### src/rtl/serial_output_pkg.sv
// Shared types and constants for the serial_output UART transmitter.
// SERIAL_OUTPUT_PARITY_EN adds an even-parity bit after the payload.
package serial_output_pkg;

    localparam int DATA_BITS = 8;
    localparam int STOP_BITS = 1;
`ifdef SERIAL_OUTPUT_PARITY_EN
    localparam int PARITY_BITS = 1;
`else
    localparam int PARITY_BITS = 0;
`endif

    typedef enum logic [2:0] {
        IDLE   = 3'd0,
        ACCEPT = 3'd1,
        START  = 3'd2,
        DATA   = 3'd3,
`ifdef SERIAL_OUTPUT_PARITY_EN
        PARITY = 3'd4,
`endif
        STOP   = 3'd5
    } state_t;

    // Clock cycles from the first start-bit cycle to the last stop-bit cycle.
    function automatic int frame_cycles(input int divisor);
        return (1 + DATA_BITS + PARITY_BITS + STOP_BITS) * divisor;
    endfunction

endpackage

### src/rtl/serial_output_baud_counter.sv
// Bit-period down-counter: load starts a fresh DIVISOR-cycle period,
// bit_done marks the final cycle of the period while the line is active.
module serial_output_baud_counter #(
    parameter int DIVISOR = 434
) (
    input  logic clk,
    input  logic rst,
    input  logic load,
    input  logic active,
    output logic bit_done
);

    localparam int CNT_W = (DIVISOR > 2) ? $clog2(DIVISOR) : 1;
    localparam logic [CNT_W-1:0] RELOAD = CNT_W'(DIVISOR - 1);

    logic [CNT_W-1:0] cnt;

    // Reload on demand, otherwise count down and hold at zero (never wraps).
    always_ff @(posedge clk or posedge rst) begin
        if (rst)
            cnt <= '0;
        else if (load)
            cnt <= RELOAD;
        else if (cnt != '0)
            cnt <= cnt - 1'b1;
    end

    assign bit_done = active && (cnt == '0);

endmodule

### src/rtl/serial_output.sv
// UART transmitter: accepts one byte via stb/ack handshake and shifts out
// start, 8 data bits LSB first, optional even parity, and one stop bit.
// Optional feature macro: SERIAL_OUTPUT_PARITY_EN.
module serial_output
    import serial_output_pkg::*;
#(
    parameter int CLOCK_FREQUENCY = 50000000,
    parameter int BAUD_RATE       = 115200
) (
    input  logic        clk,
    input  logic        rst,
    input  logic [31:0] in1,
    input  logic        in1_stb,
    output logic        in1_ack,
    output logic        tx
);

    localparam int DIVISOR = CLOCK_FREQUENCY / BAUD_RATE;

    generate
        if (DIVISOR < 2) begin : g_divisor_check
            $error("serial_output: CLOCK_FREQUENCY/BAUD_RATE must be at least 2");
        end
    endgenerate

    state_t      state, state_d;
    logic [2:0]  bit_idx, bit_idx_d;
    logic [7:0]  data_q;
    logic        tx_q, tx_d;
    logic        bit_done, reload, active;

    // Only the low byte is transmitted.
    logic unused_hi;
    assign unused_hi = ^in1[31:8];

    serial_output_baud_counter #(.DIVISOR(DIVISOR)) u_baud (
        .clk      (clk),
        .rst      (rst),
        .load     (reload),
        .active   (active),
        .bit_done (bit_done)
    );

    assign active = (state != IDLE) && (state != ACCEPT);

    // Next-state, bit index, counter reload and next line level.
    always_comb begin
        state_d   = state;
        bit_idx_d = bit_idx;
        reload    = 1'b0;
        tx_d      = 1'b1;
        case (state)
            IDLE:   if (in1_stb) state_d = ACCEPT;
            ACCEPT: begin
                state_d   = START;
                bit_idx_d = 3'd0;
                reload    = 1'b1;
            end
            START:  if (bit_done) begin
                state_d = DATA;
                reload  = 1'b1;
            end
            DATA:   if (bit_done) begin
                reload = 1'b1;
                if (bit_idx == 3'(DATA_BITS - 1))
`ifdef SERIAL_OUTPUT_PARITY_EN
                    state_d = PARITY;
`else
                    state_d = STOP;
`endif
                else
                    bit_idx_d = bit_idx + 3'd1;
            end
`ifdef SERIAL_OUTPUT_PARITY_EN
            PARITY: if (bit_done) begin
                state_d = STOP;
                reload  = 1'b1;
            end
`endif
            STOP:   if (bit_done) state_d = IDLE;
            default: state_d = IDLE;
        endcase

        // Line level follows the state being entered so tx stays registered.
        case (state_d)
            START:  tx_d = 1'b0;
            DATA:   tx_d = data_q[bit_idx_d];
`ifdef SERIAL_OUTPUT_PARITY_EN
            PARITY: tx_d = ^data_q;
`endif
            default: tx_d = 1'b1;
        endcase
    end

    // State, bit index, captured payload and registered line output.
    always_ff @(posedge clk or posedge rst) begin
        if (rst) begin
            state   <= IDLE;
            bit_idx <= 3'd0;
            data_q  <= 8'd0;
            tx_q    <= 1'b1;
        end else begin
            state   <= state_d;
            bit_idx <= bit_idx_d;
            tx_q    <= tx_d;
            if (state == ACCEPT)
                data_q <= in1[7:0];
        end
    end

    assign in1_ack = (state == ACCEPT);
    assign tx      = tx_q;

endmodule

### config.mk
export PLATFORM = sky130hd
export DESIGN_NAME = serial_output
export DESIGN_NICKNAME = d
export VERILOG_FILES = /design/src/rtl/serial_output_pkg.sv /design/src/rtl/serial_output_baud_counter.sv /design/src/rtl/serial_output.sv
export SDC_FILE = /design/constraint.sdc
export NUM_CORES = 1
export LEC_CHECK = 0
export CORE_MARGIN = 2
export CORE_UTILIZATION = 46
export DETAILED_ROUTE_END_ITERATION = 10
export PLACE_DENSITY_LB_ADDON = 0.08
export REMOVE_ABC_BUFFERS = 1
export SYNTH_ARGS = -nofsm -noshare
export SYNTH_HDL_FRONTEND = slang
export SYNTH_HIERARCHICAL = 1
export SYNTH_SLANG_ARGS = --single-unit
export TNS_END_PERCENT = 1
### constraint.sdc
create_clock -name clk -period 3.19 [get_ports clk]
set_input_delay 0.638 -clock clk [delete_from_list [all_inputs] [get_ports clk]]
set_output_delay 0.638 -clock clk [all_outputs]
set_load 0.05 [all_outputs]
# == After elaboration in Yosys (flattened, before gate mapping) ==
# Index checks and enable logic that the tools add are counted.
# op_classes
mux,16
n_eq_ne,8
magnitude_cmp,1
n_reduce_logical,8
n_addsub,2
# op_table
operator,count
$mux 3,7
$mux 9,2
$pmux 3 s5,1
$eq 3x2->1 const B,4
$logic_not 9->1,1
$reduce_bool 9->1,1
$sub 9x1->9 const B,1
$eq 3x3->1 const B,2
$pmux 3 s2,1
$lt 3x4->1 const B,1
$pmux 1 s2,2
$add 3x1->3 const B,1
$bmux 1 s3,1
$eq 3x1->1 const B,1
$logic_not 3->1,1
$ne 3x1->1 const B,1
$reduce_bool 3->1,1
$logic_and 1x1->1,2
$mux 1,2
$reduce_bool 2->1,1
$reduce_or 2->1,1
# totals
reg_bits,24
elab_cells,40

# == Depth between registers and ports, before layout ==
# Gate-level depths: netlist of run 1.
# depth
depth_word,8
ltp_mapped,11
ltp_nobuf,11

# == By module ==
# The synthesis of run 1 kept the hierarchy.
# by_module_without_submodules
module,area_per_inst_um2,instances,cells_each
serial_output,767.0,1,62
serial_output_baud_counter,483.0,1,48

# == Worst setup path before layout of run 1 ==
# OpenSTA, ideal clock, no wires.
# synth_path
path_kind,register to register
from,register u_baud.cnt[5]
to,register tx_q (netlist: tx)
slack_ps,474
t_required_ps,3115
n_path_buf,0
arrival_time_ps,2641
stages_incl_launch_ff,10
cell_sequence,dfrtp_1 or4_4 or4_4 nor2_1 and3b_2 nand2_4 mux2i_4 mux2i_1 a221o_1 o211ai_2
# synth_via
elab_chain_cells,7
elab_cells_between_ends,13
# synth_lines
element,line_no,text
start: declaration,serial_output_baud_counter.sv:16,logic [CNT_W-1:0] cnt;
start signal: assignment,serial_output_baud_counter.sv:25,cnt <= cnt - 1'b1;
$logic_not 9->1 (*),serial_output_baud_counter.sv:28,assign bit_done = active && (cnt == '0);
$logic_and 1x1->1 (*),serial_output_baud_counter.sv:28,
net bit_done,serial_output.sv:30,"logic bit_done, reload, active;"
$mux 3,serial_output.sv:63,DATA: if (bit_done) begin
$pmux 3 s2,serial_output.sv:52,case (state)
$bmux 1 s3,serial_output.sv:87,DATA: tx_d = data_q[bit_idx_d];
$mux 1 (not written as such),serial_output.sv:87,
$pmux 1 s2 (*),serial_output.sv:85,case (state_d)
net tx_d,serial_output.sv:29,"logic tx_q, tx_d;"
end signal: assignment,serial_output.sv:105,tx_q <= tx_d;
end: declaration,serial_output.sv:29,
# The timed path passes the listed nets; every way through them passes the cells marked *. The select of a mux whose other input is x is not followed.
# A chain may end at the register's enable or synchronous reset.

# == Worst setup path in the final report of run 1 ==
# layout_path
from,register u_baud.cnt[5]
to,register tx_q (netlist: tx)
# layout_via
elab_chain_cells,7
elab_cells_between_ends,13
# layout_lines
element,line_no,text
$logic_not 9->1,serial_output_baud_counter.sv:28,
$logic_and 1x1->1,serial_output_baud_counter.sv:28,
net bit_done,serial_output.sv:30,
$mux 3,serial_output.sv:63,
$pmux 3 s2,serial_output.sv:52,
net bit_idx_d[1],serial_output.sv:27,"logic [2:0] bit_idx, bit_idx_d;"
$bmux 1 s3,serial_output.sv:87,
$mux 1 (not written as such),serial_output.sv:87,
$pmux 1 s2,serial_output.sv:85,
net tx_d,serial_output.sv:29,
# The timed path passes the listed nets, and every way through them passes these cells. The select of a mux whose other input is x is not followed.

==> flow_summary.json, run 1 <==
{
  "status": "finished clean",
  "powerDensity_mw_per_mm2": 340,
  "tritoncts": "done",
  "numPortBuffers": 12,
  "cp-start-kind": "register",
  "avgSynthCellArea_sq_um": 11.4,
  "dp_hpwl_um": 1550,
  "crit_required_ns": 3.43,
  "clock_sinks": 24,
  "setup_violations": 0,
  "firstDrtPassIters": 4,
  "power_frac_seq_pct": 63.2,
  "fin_skew_ns": 0.00154,
  "initialDrtViolationCount": 26,
  "ir_drop_uv": 342,
  "rows": 18,
  "synth-edff-count": 0,
  "internal_power_w": 0.000394,
  "postRouteAntennaNets": 0,
  "p_leak_nw": 0.662,
  "async_reset_ff_share_pct": 100,
  "ys_seq_area_share_pct": 48.1,
  "htreeDepth": 1,
  "max_freq_mhz": 339,
  "fp.dieW_um": 56.1,
  "syn_to_final_growth_pct": 16.0,
  "die_area_sq_mm": 0.00315,
  "sw_frac_of_total_pct": 20.1,
  "syn_inst": 110,
  "routed-via-count": 828,
  "path_max_fanout": 6,
  "io_pins": 37,
  "antenna_found_initial": 0,
  "drcViolationCount": 0,
  "path_class": "register to register",
  "cts_hold_buf": 0,
  "core_sq_mm": 0.00252,
  "overflow": 0,
  "initial_utilization_pct": 49.6,
  "arrival_ns": 3.20,
  "cts_inserted_buffers": 3,
  "period_needed_ns": 2.95,
  "diodes": 0,
  "cap_violations": 0,
  "netlist_area_sq_mm": 0.00125,
  "avgViaCountPerCell": 5.31,
  "holdWs_ns": 0.500,
  "postCtsSetupBuffers": 0,
  "ys_warn_count": 6,
  "end_kind": "register",
  "switchingPower_w": 0.0000992,
  "drive_above_1_share_pct": 15.9,
  "grt_pass1_vias": 770,
  "worstMarginPinSlew_ns": 0.558,
  "cts_buffer_depth": 2,
  "power_frac_comb_pct": 5.0,
  "synth_flop_cell": "dfrtp_1",
  "ys_seq_elements": 24,
  "clkPwrFrac_pct": 31.8,
  "hold_viol": 0,
  "rsz0062_at_grt": "false",
  "post_cts_resized": 0,
  "wirelength_um": 2010,
  "grt_max_degree": 16,
  "relSlewSlack_pct": 62.7,
  "slew_violations": 0,
  "finalCritPeriodShare_pct": 92.6,
  "track_usage_pct": 14.2,
  "die_h_um": 56.1,
  "clk-insertion-delay-late_ns": 0.30,
  "fin_nets": 164,
  "clk_pin_slew_ns": 0.13,
  "wl_per_cell_um": 12.9,
  "gp_congestion": 0.758,
  "min_path_type": "register to register",
  "grt_pass1_wl_um": 3510,
  "cts_root_buffer": "clkbuf_4",
  "synth_cell_types": 38,
  "tns_ns": 0
}
## per-layer routing
layer / vias up / track usage (%) / wire, um
met3: 2 / 2.09 / 41
met4: 0 / 6.12 / 20
li1: 418 / - / -
met1: 397 / 21.2 / 1030
met5: - / 0 / 0
met2: 11 / 20.3 / 910
## critical path, stage by stage, from the launching register on
cell and delay [ns]:
dfrtp_1 0.44, or4_4 0.57, or4_4 0.54, nor2_1 0.20
and3b_2 0.25, nand2_4 0.08, mux2i_1 0.16, nor2_2 0.15
mux2_2 0.37, o211ai_2 0.14
## Yosys cell counts, types with 2 or more instances
| master | n | area [sq um] |
|---|---|---|
| mux2_2 | 2 | 22.5 |
| inv_1 | 7 | 26.3 |
| mux2_1 | 8 | 90.1 |
| nand2_1 | 3 | 11.3 |
| o21ai_0 | 4 | 20.0 |
| a21oi_1 | 3 | 15.0 |
| xor2_1 | 2 | 17.5 |
| mux2i_1 | 8 | 80.1 |
| dfrtp_1 | 23 | 576 |
| nand2b_1 | 4 | 25.0 |
| o31ai_1 | 2 | 15.0 |
| nor2b_1 | 3 | 18.8 |
| nor4_1 | 2 | 12.5 |
| nor2_1 | 12 | 45.0 |
| or4_4 | 2 | 22.5 |
| ha_1 | 2 | 25.0 |
| or2_2 | 2 | 12.5 |
## cells by family (layout without fill, tap and decap cells)
kind of cell	after synthesis	after routing	synth area share, %
AOI/OAI and AO/OA	18	18	10.5
and+or+nand+nor	35	35	17.2
muxes	19	19	17.2
DFF	24	24	48.1
xor gates and xnor gates	3	3	2.10
adders and majority gates	2	2	2.00
buffers and inverters	9	25	2.80
## worst paths after layout
| kind | start | end | slack, ns | cells after the start |
|---|---|---|---|---|
| hold / removal | data_q[7] | data_q[7] | 0.50 | 1 |
| min in group asynchronous | rst | u_baud/cnt[3] | 0.62 | 2 |
| hold reg to reg | data_q[7] | data_q[7] | 0.50 | 1 |
| setup reg to reg | u_baud/cnt[5] | tx | 0.24 | 9 |
| setup / recovery | u_baud/cnt[5] | tx | 0.24 | 9 |
| max in group asynchronous | rst | tx | 2.11 | 2 |
## cells in the final DEF, fill, tap and decap left out, types with 3 or more instances in the layout
cell	instances
dfrtp_1	23
nor2_1	12
clkdlybuf4s50_1	12
mux2_1	8
mux2i_1	8
inv_1	7
nand2b_1	4
o21ai_0	4
nand2_1	3
a21oi_1	3
nor2b_1	3
clkbuf_4	3
## flip-flops by register name, summed over array words and instances, names as in the netlist
| register | count |
|---|---|
| bit_idx | 3 |
| u_baud/cnt | 9 |
| data_q | 8 |
| state | 3 |
| tx | 1 |
## final cells by class
cell class	instances	area, sq um
repair buffers	14	135
flip-flops and latches	24	602
clock buffers	4	36.3
fillers	217	1070
inverters	7	26.3
multi-input cells	77	613
well taps	30	37.5
## per-stage QoR
stage	cells	total power (W)	instance area, sq um	setup slack (ns)	util, %
finish	156	0.000493	1450	0.237	57.5
global route	156	0.000523	1450	0.101	57.5
CTS	156	0.000500	1450	0.227	57.5
detailed placement	152	0.000343	1410	0.270	56.1
global placement	152	0.000342	1410	0.284	56.1
floorplan	108	0.000327	1240	0.473	-
## power groups by stage
| stage | logic (W) | registers, W | clock network, W |
|---|---|---|---|
| after CTS | 0.0000254 | 0.000312 | 0.000163 |
| after global placement | 0.0000245 | 0.000317 | 0 |
| final | 0.0000244 | 0.000312 | 0.000157 |
| after floorplan | 0.0000104 | 0.000317 | 0 |
| after global routing | 0.0000277 | 0.000313 | 0.000182 |
| after detailed placement | 0.0000253 | 0.000318 | 0 |
Note: power is estimated with default switching activity, not from simulation.
==> run 2: changes to the inputs <==
ABC_AREA = 1   (was unset)
CORE_UTILIZATION = 48   (was 46)
==> run 2 against run 1 <==
  * Wire length grew 29%
  * Sequential share of layout area shrank 3.3 points
  * Via count grew 39%
  * Utilization grew 0.13 points
  * Largest cell class unchanged
  * Clock power grew 4%
==> flow_summary.json, run 2 <==
{
  "status": "finished clean",
  "dp_slack_ns": 0.612,
  "max_freq_mhz": 379,
  "cts_hold_buf": 0,
  "synth_cell_types": 26,
  "rows": 19,
  "post_cts_resized": 0,
  "syn_inst": 169,
  "finalCritPeriodShare_pct": 82.7,
  "tritoncts": "done",
  "layout_commonest_cell": "nand2_1",
  "grt_max_degree": 18,
  "clk-insertion-delay-late_ns": 0.31,
  "syn_to_final_growth_pct": 15.0,
  "holdWs_ns": 0.539,
  "cp_cell_sequence": "nor2_8 > nand2_4 > inv_2 > clkdlybuf4s50_1",
  "avgViaCountPerCell": 5.29,
  "hold_viol": 0,
  "relSlewSlack_pct": 62.7,
  "synth-edff-count": 0,
  "cap_violations": 0,
  "io_pins": 37,
  "synth_top_area_share_pct": 42.0,
  "largest_register": "u_baud/cnt",
  "path_max_fanout": 9,
  "internal_power_w": 0.000393,
  "end_kind": "primary output",
  "placed_cell_area_sq_mm": 0.00154,
  "fin_skew_ns": 0.00547,
  "firstDrtPassIters": 6,
  "max_stage_delay_ns": 0.79,
  "power_frac_seq_pct": 61.9,
  "min_path_type": "register to register",
  "postCtsSetupBuffers": 0,
  "synth.most_common_cell": "nand2_1",
  "slowest_stage": "clkdlybuf4s50_1",
  "tns_ns": 0,
  "postRouteAntennaNets": 0,
  "ir_drop_uv": 263,
  "p_leak_nw": 0.800,
  "power_frac_comb_pct": 5.3,
  "slew_violations": 0,
  "async_reset_ff_share_pct": 100,
  "worstMarginPinSlew_ns": 0.559,
  "switchingPower_w": 0.000108,
  "htreeDepth": 1,
  "finalInstanceArea_sq_mm": 0.00158,
  "overflow": 0,
  "synthTopCellsByCount": "33 x nand2_1, 30 x inv_1, 23 x dfrtp_1, 20 x nand3_1, 12 x nor2_1",
  "rsz0062_at_grt": "false",
  "path_delay_family": "buffers and inverters",
  "die_area_sq_mm": 0.00330,
  "core_sq_mm": 0.00273,
  "path_class": "register to primary output",
  "cts_buffer_depth": 2,
  "fin_cells": 217,
  "top_regs": "u_baud/cnt (9), data_q (8)",
  "ys_seq_area_share_pct": 43.9,
  "track_usage_pct": 17.4,
  "numPortBuffers": 12,
  "setup_violations": 0,
  "crit_required_ns": 2.55,
  "netlist_area_sq_mm": 0.00137,
  "initial_utilization_pct": 50.1,
  "clkPwrFrac_pct": 32.7,
  "cts_inserted_buffers": 3,
  "fp.dieW_um": 57.4,
  "critical_path_buf_inv_count": 2,
  "avgSynthCellArea_sq_um": 8.11,
  "initialDrtViolationCount": 51,
  "largest_reg_flops": 9,
  "ys_seq_elements": 24,
  "sw_frac_of_total_pct": 21.6,
  "diodes": 0,
  "powerDensity_mw_per_mm2": 318,
  "drcViolationCount": 0,
  "cts_root_buffer": "clkbuf_4",
  "clock_sinks": 24,
  "synthTopCellsByArea": "dfrtp_1 42%, nand2_1 9.0%, inv_1 8.2%",
  "die_h_um": 57.4,
  "layout_setup_ws_ns": 0.551,
  "fin_nets": 224,
  "synth_flop_cell": "dfrtp_1",
  "dp.cells": 213,
  "wirelength_um": 2580,
  "grt_pass1_vias": 1091,
  "antenna_found_initial": 0,
  "final_cell_mix": "33 x nand2_1, 30 x inv_1, 23 x dfrtp_1",
  "arrival_ns": 2.00,
  "synth_top_area_cell": "dfrtp_1",
  "gp_congestion": 0.835,
  "cp-start-kind": "register",
  "dp_hpwl_um": 2010,
  "period_needed_ns": 2.64,
  "routed-via-count": 1149,
  "ys_warn_count": 6,
  "grt_pass1_wl_um": 4510,
  "drive_above_1_share_pct": 13.4,
  "wl_per_cell_um": 11.9,
  "clk_pin_slew_ns": 0.14
}
-- run 2: cell types whose count changed in the layout (fill, tap and decap cells not counted), moves of 4 or more --
cell      delta
nand2_1     +30
nand4_1     +11
nand2b_1     -4
mux2i_1      -8
nand3_1     +20
inv_1       +23
mux2_1       -8
o21ai_0      +7
-- run 2: path summary, 6_finish.rpt --
kind / end / startpoint / cells after the start / slack, ns
hold / removal: u_baud/cnt[0] / u_baud/cnt[0] / 2 / 0.54
setup / recovery: in1_ack / state[2] / 4 / 0.55
max in group asynchronous: tx / rst / 2 / 2.13
hold reg to reg: u_baud/cnt[0] / u_baud/cnt[0] / 2 / 0.54
min in group asynchronous: u_baud/cnt[0] / rst / 2 / 0.60
setup reg to reg: u_baud/cnt[6] / u_baud/cnt[0] / 12 / 0.59
-- run 2: worst min-delay path, delay by kind of cell (launching register included) --
kind,cells,cell delay [ns]
flip-flops,1,0.37
AND/OR/NAND/NOR,2,0.14
-- run 2: stage by stage --
step | utilization [%] | total power, W
6_report | 57.6 | 0.000501
5_1_grt | 57.6 | 0.000521
4_1_cts | 57.6 | 0.000505
3_5_place_dp | 56.3 | 0.000344
3_3_place_gp | 56.3 | 0.000343
2_1_floorplan | - | 0.000327
-- run 2: routing by layer --
layer / part of all wire (%) / track usage [%] / vias to the layer above
met5: 0 / 0 / -
met4: 1.4 / 5.98 / 0
met3: 4.6 / 3.17 / 4
met2: 46 / 28.4 / 42
met1: 48 / 23.2 / 521
li1: - / - / 582
-- run 2: area by class of cell --
class | count | area [sq um]
multi-input cells | 109 | 631
inverters | 35 | 133
clock buffers | 4 | 36.3
flip-flops and latches | 24 | 602
repair buffers | 14 | 135
fillers | 256 | 1160
well taps | 31 | 38.8
-- run 2: cells by family after synthesis --
group | synth area share (%)
adder cells (fa/ha/maj) | 1.83
AND/OR/NAND/NOR | 37.4
AO/OA/AOI/OAI | 6.85
buffers and inverters | 10.0
flip-flops | 43.9
-- run 2: power groups by stage --
| stage | Sequential (W) | Clock (W) | Combinational, W |
|---|---|---|---|
| CTS | 0.000311 | 0.000167 | 0.0000275 |
| global placement | 0.000316 | 0 | 0.0000268 |
| detailed placement | 0.000316 | 0 | 0.0000273 |
| global route | 0.000311 | 0.000179 | 0.0000306 |
| floorplan | 0.000316 | 0 | 0.0000112 |
| finish | 0.000310 | 0.000164 | 0.0000266 |
==> run 3: changes to the inputs <==
clock period = 2.6 ns   (was 3.19 ns; I/O delays follow)
==> run 3 against run 2 <==
  * Utilization fell by 0.46 points
  * Register-to-register slack worse by 0.33 ns
  * Clock skew grew 0.0045 ns
  * Largest cell class unchanged
  * Power is 17% higher
==> flow_summary.json, run 3 (synthesis gave the netlist of run 2 again) <==
{
  "cts_buffer_depth": 2,
  "fin_skew_ns": 0.00993,
  "wl_per_cell_um": 12.2,
  "cp_cell_sequence": "inv_1 > ha_1 > nand2_1 > nor2_1 > nand3_2 > nor2_1 > buf_4 > nand4_1 > nand3_2 > clkinv_2 > nand3_1 > nand3_1 > nand3_1 > nand2_1",
  "critPathCapture": "tx",
  "fin_nets": 224,
  "max_stage_delay_ns": 0.40,
  "report.power.total_w": 0.000585,
  "postCtsSetupBuffers": 0,
  "htreeDepth": 1,
  "timing.critical_path.from": "u_baud/cnt[0]",
  "relSlewSlack_pct": 61.6,
  "cts_hold_buf": 0,
  "diodes": 0,
  "die_h_um": 57.4,
  "end_kind": "register",
  "status": "finished clean",
  "path_max_fanout": 6,
  "worstMarginPinSlew_ns": 0.576,
  "numPortBuffers": 12,
  "wirelength_um": 2640,
  "cts_root_buffer": "clkbuf_4",
  "post_cts_resized": 0,
  "powerDensity_mw_per_mm2": 374,
  "largest_reg_flops": 9,
  "multi_input_area_sq_um": 631,
  "fp.dieW_um": 57.4,
  "grt_pass1_wl_um": 4650,
  "overflow": 0,
  "clk_pin_slew_ns": 0.14,
  "path_class": "register to register",
  "initial_utilization_pct": 50.1,
  "fillCellCount": 256,
  "clock_sinks": 24,
  "dp_hpwl_um": 2040,
  "arrival_ns": 2.59,
  "die_area_sq_mm": 0.00330,
  "top_regs": "u_baud/cnt (9), data_q (8)",
  "largest_register": "u_baud/cnt",
  "grt_busiest_layer": "met2",
  "initialDrtViolationCount": 57,
  "cts_inserted_buffers": 3,
  "rows": 19,
  "cp-start-kind": "register",
  "slowest_stage": "dfrtp_1",
  "postRouteAntennaNets": 0,
  "max_freq_mhz": 427,
  "drive_above_1_share_pct": 14.0,
  "min_path_type": "input pin to async pin",
  "worstRegToRegCells": 14,
  "grt.met1_usage_pct": 23.7,
  "hold_viol": 0,
  "core_sq_mm": 0.00273,
  "finalCritPeriodShare_pct": 90.0,
  "avgViaCountPerCell": 5.24,
  "gp_congestion": 0.810,
  "antenna_found_initial": 0,
  "tritoncts": "done",
  "p_leak_nw": 0.797,
  "use_met2_pct": 29.1,
  "grt_max_degree": 19,
  "io_pins": 37,
  "final_cell_mix": "33 x nand2_1, 30 x inv_1, 23 x dfrtp_1",
  "r2r_end": "tx",
  "setup_violations": 0,
  "ir_drop_uv": 330,
  "grtUsageMet3_pct": 2.95,
  "rsz0062_at_grt": "false",
  "r2r_slack_ns": 0.26,
  "drcViolationCount": 0,
  "firstDrtPassIters": 4,
  "crit_required_ns": 2.85,
  "cap_violations": 0,
  "layout_commonest_cell": "nand2_1",
  "track_usage_pct": 17.9,
  "syn_to_final_growth_pct": 14.1,
  "tns_ns": 0,
  "routed-via-count": 1138,
  "regArea_sq_um": 602,
  "period_needed_ns": 2.34,
  "regToRegStartpoint": "u_baud/cnt[0]",
  "grt_pass1_vias": 1129,
  "cp_common_cell": "nand3_1",
  "slew_violations": 0,
  "clk-insertion-delay-late_ns": 0.31
}
-- run 3: worst max-delay path: cells and delay by family (launching register included) --
| kind | cells | cell delay (ns) |
|---|---|---|
| buf+inv | 3 | 0.42 |
| flops | 1 | 0.40 |
| simple gates | 10 | 1.17 |
| fa+ha+maj | 1 | 0.30 |
-- run 3: where the power goes --
| part | internal [W] | switching (W) |
|---|---|---|
| registers | 0.000379 | 0.00000138 |
| clock network | 0.0000598 | 0.000112 |
| logic | 0.0000170 | 0.0000159 |
| total | 0.000456 | 0.000129 |
-- run 3: worst min-delay path by stage --
stage                  startpoint             to
global placement    u_baud/cnt[0]  u_baud/cnt[0]
CTS                           rst  u_baud/cnt[2]
finish                        rst  u_baud/cnt[2]
global route                  rst  u_baud/cnt[2]
detailed placement  u_baud/cnt[0]  u_baud/cnt[0]
floorplan                     rst  u_baud/cnt[0]
-- run 3: layer usage --
| metal | vias up | part of all wire [%] | wire length, um |
|---|---|---|---|
| met1 | 524 | 48 | 1270 |
| met4 | 0 | 1.2 | 32 |
| met5 | - | 0 | 0 |
| li1 | 579 | - | - |
| met3 | 4 | 4.7 | 125 |
| met2 | 31 | 46 | 1210 |
-- run 3: cell type report --
class | count | area share [%]
clock buffer | 4 | 1.68
inverter | 35 | 8.49
multi-input combinational | 109 | 40.4
sequential | 24 | 38.5
tap | 31 | 2.48
timing repair buffer | 14 | 8.49
-- run 3: through the flow --
stage	setup slack [ns]	std cells	area, sq um	hold WS [ns]	util (%)
floorplan	0.178	168	1370	0.348	-
global placement	0.265	213	1540	0.496	56.2
detailed placement	0.244	213	1540	0.505	56.2
CTS	0.223	217	1560	0.498	57.2
global route	0.0407	217	1560	0.528	57.2
finish	0.260	217	1560	0.484	57.2
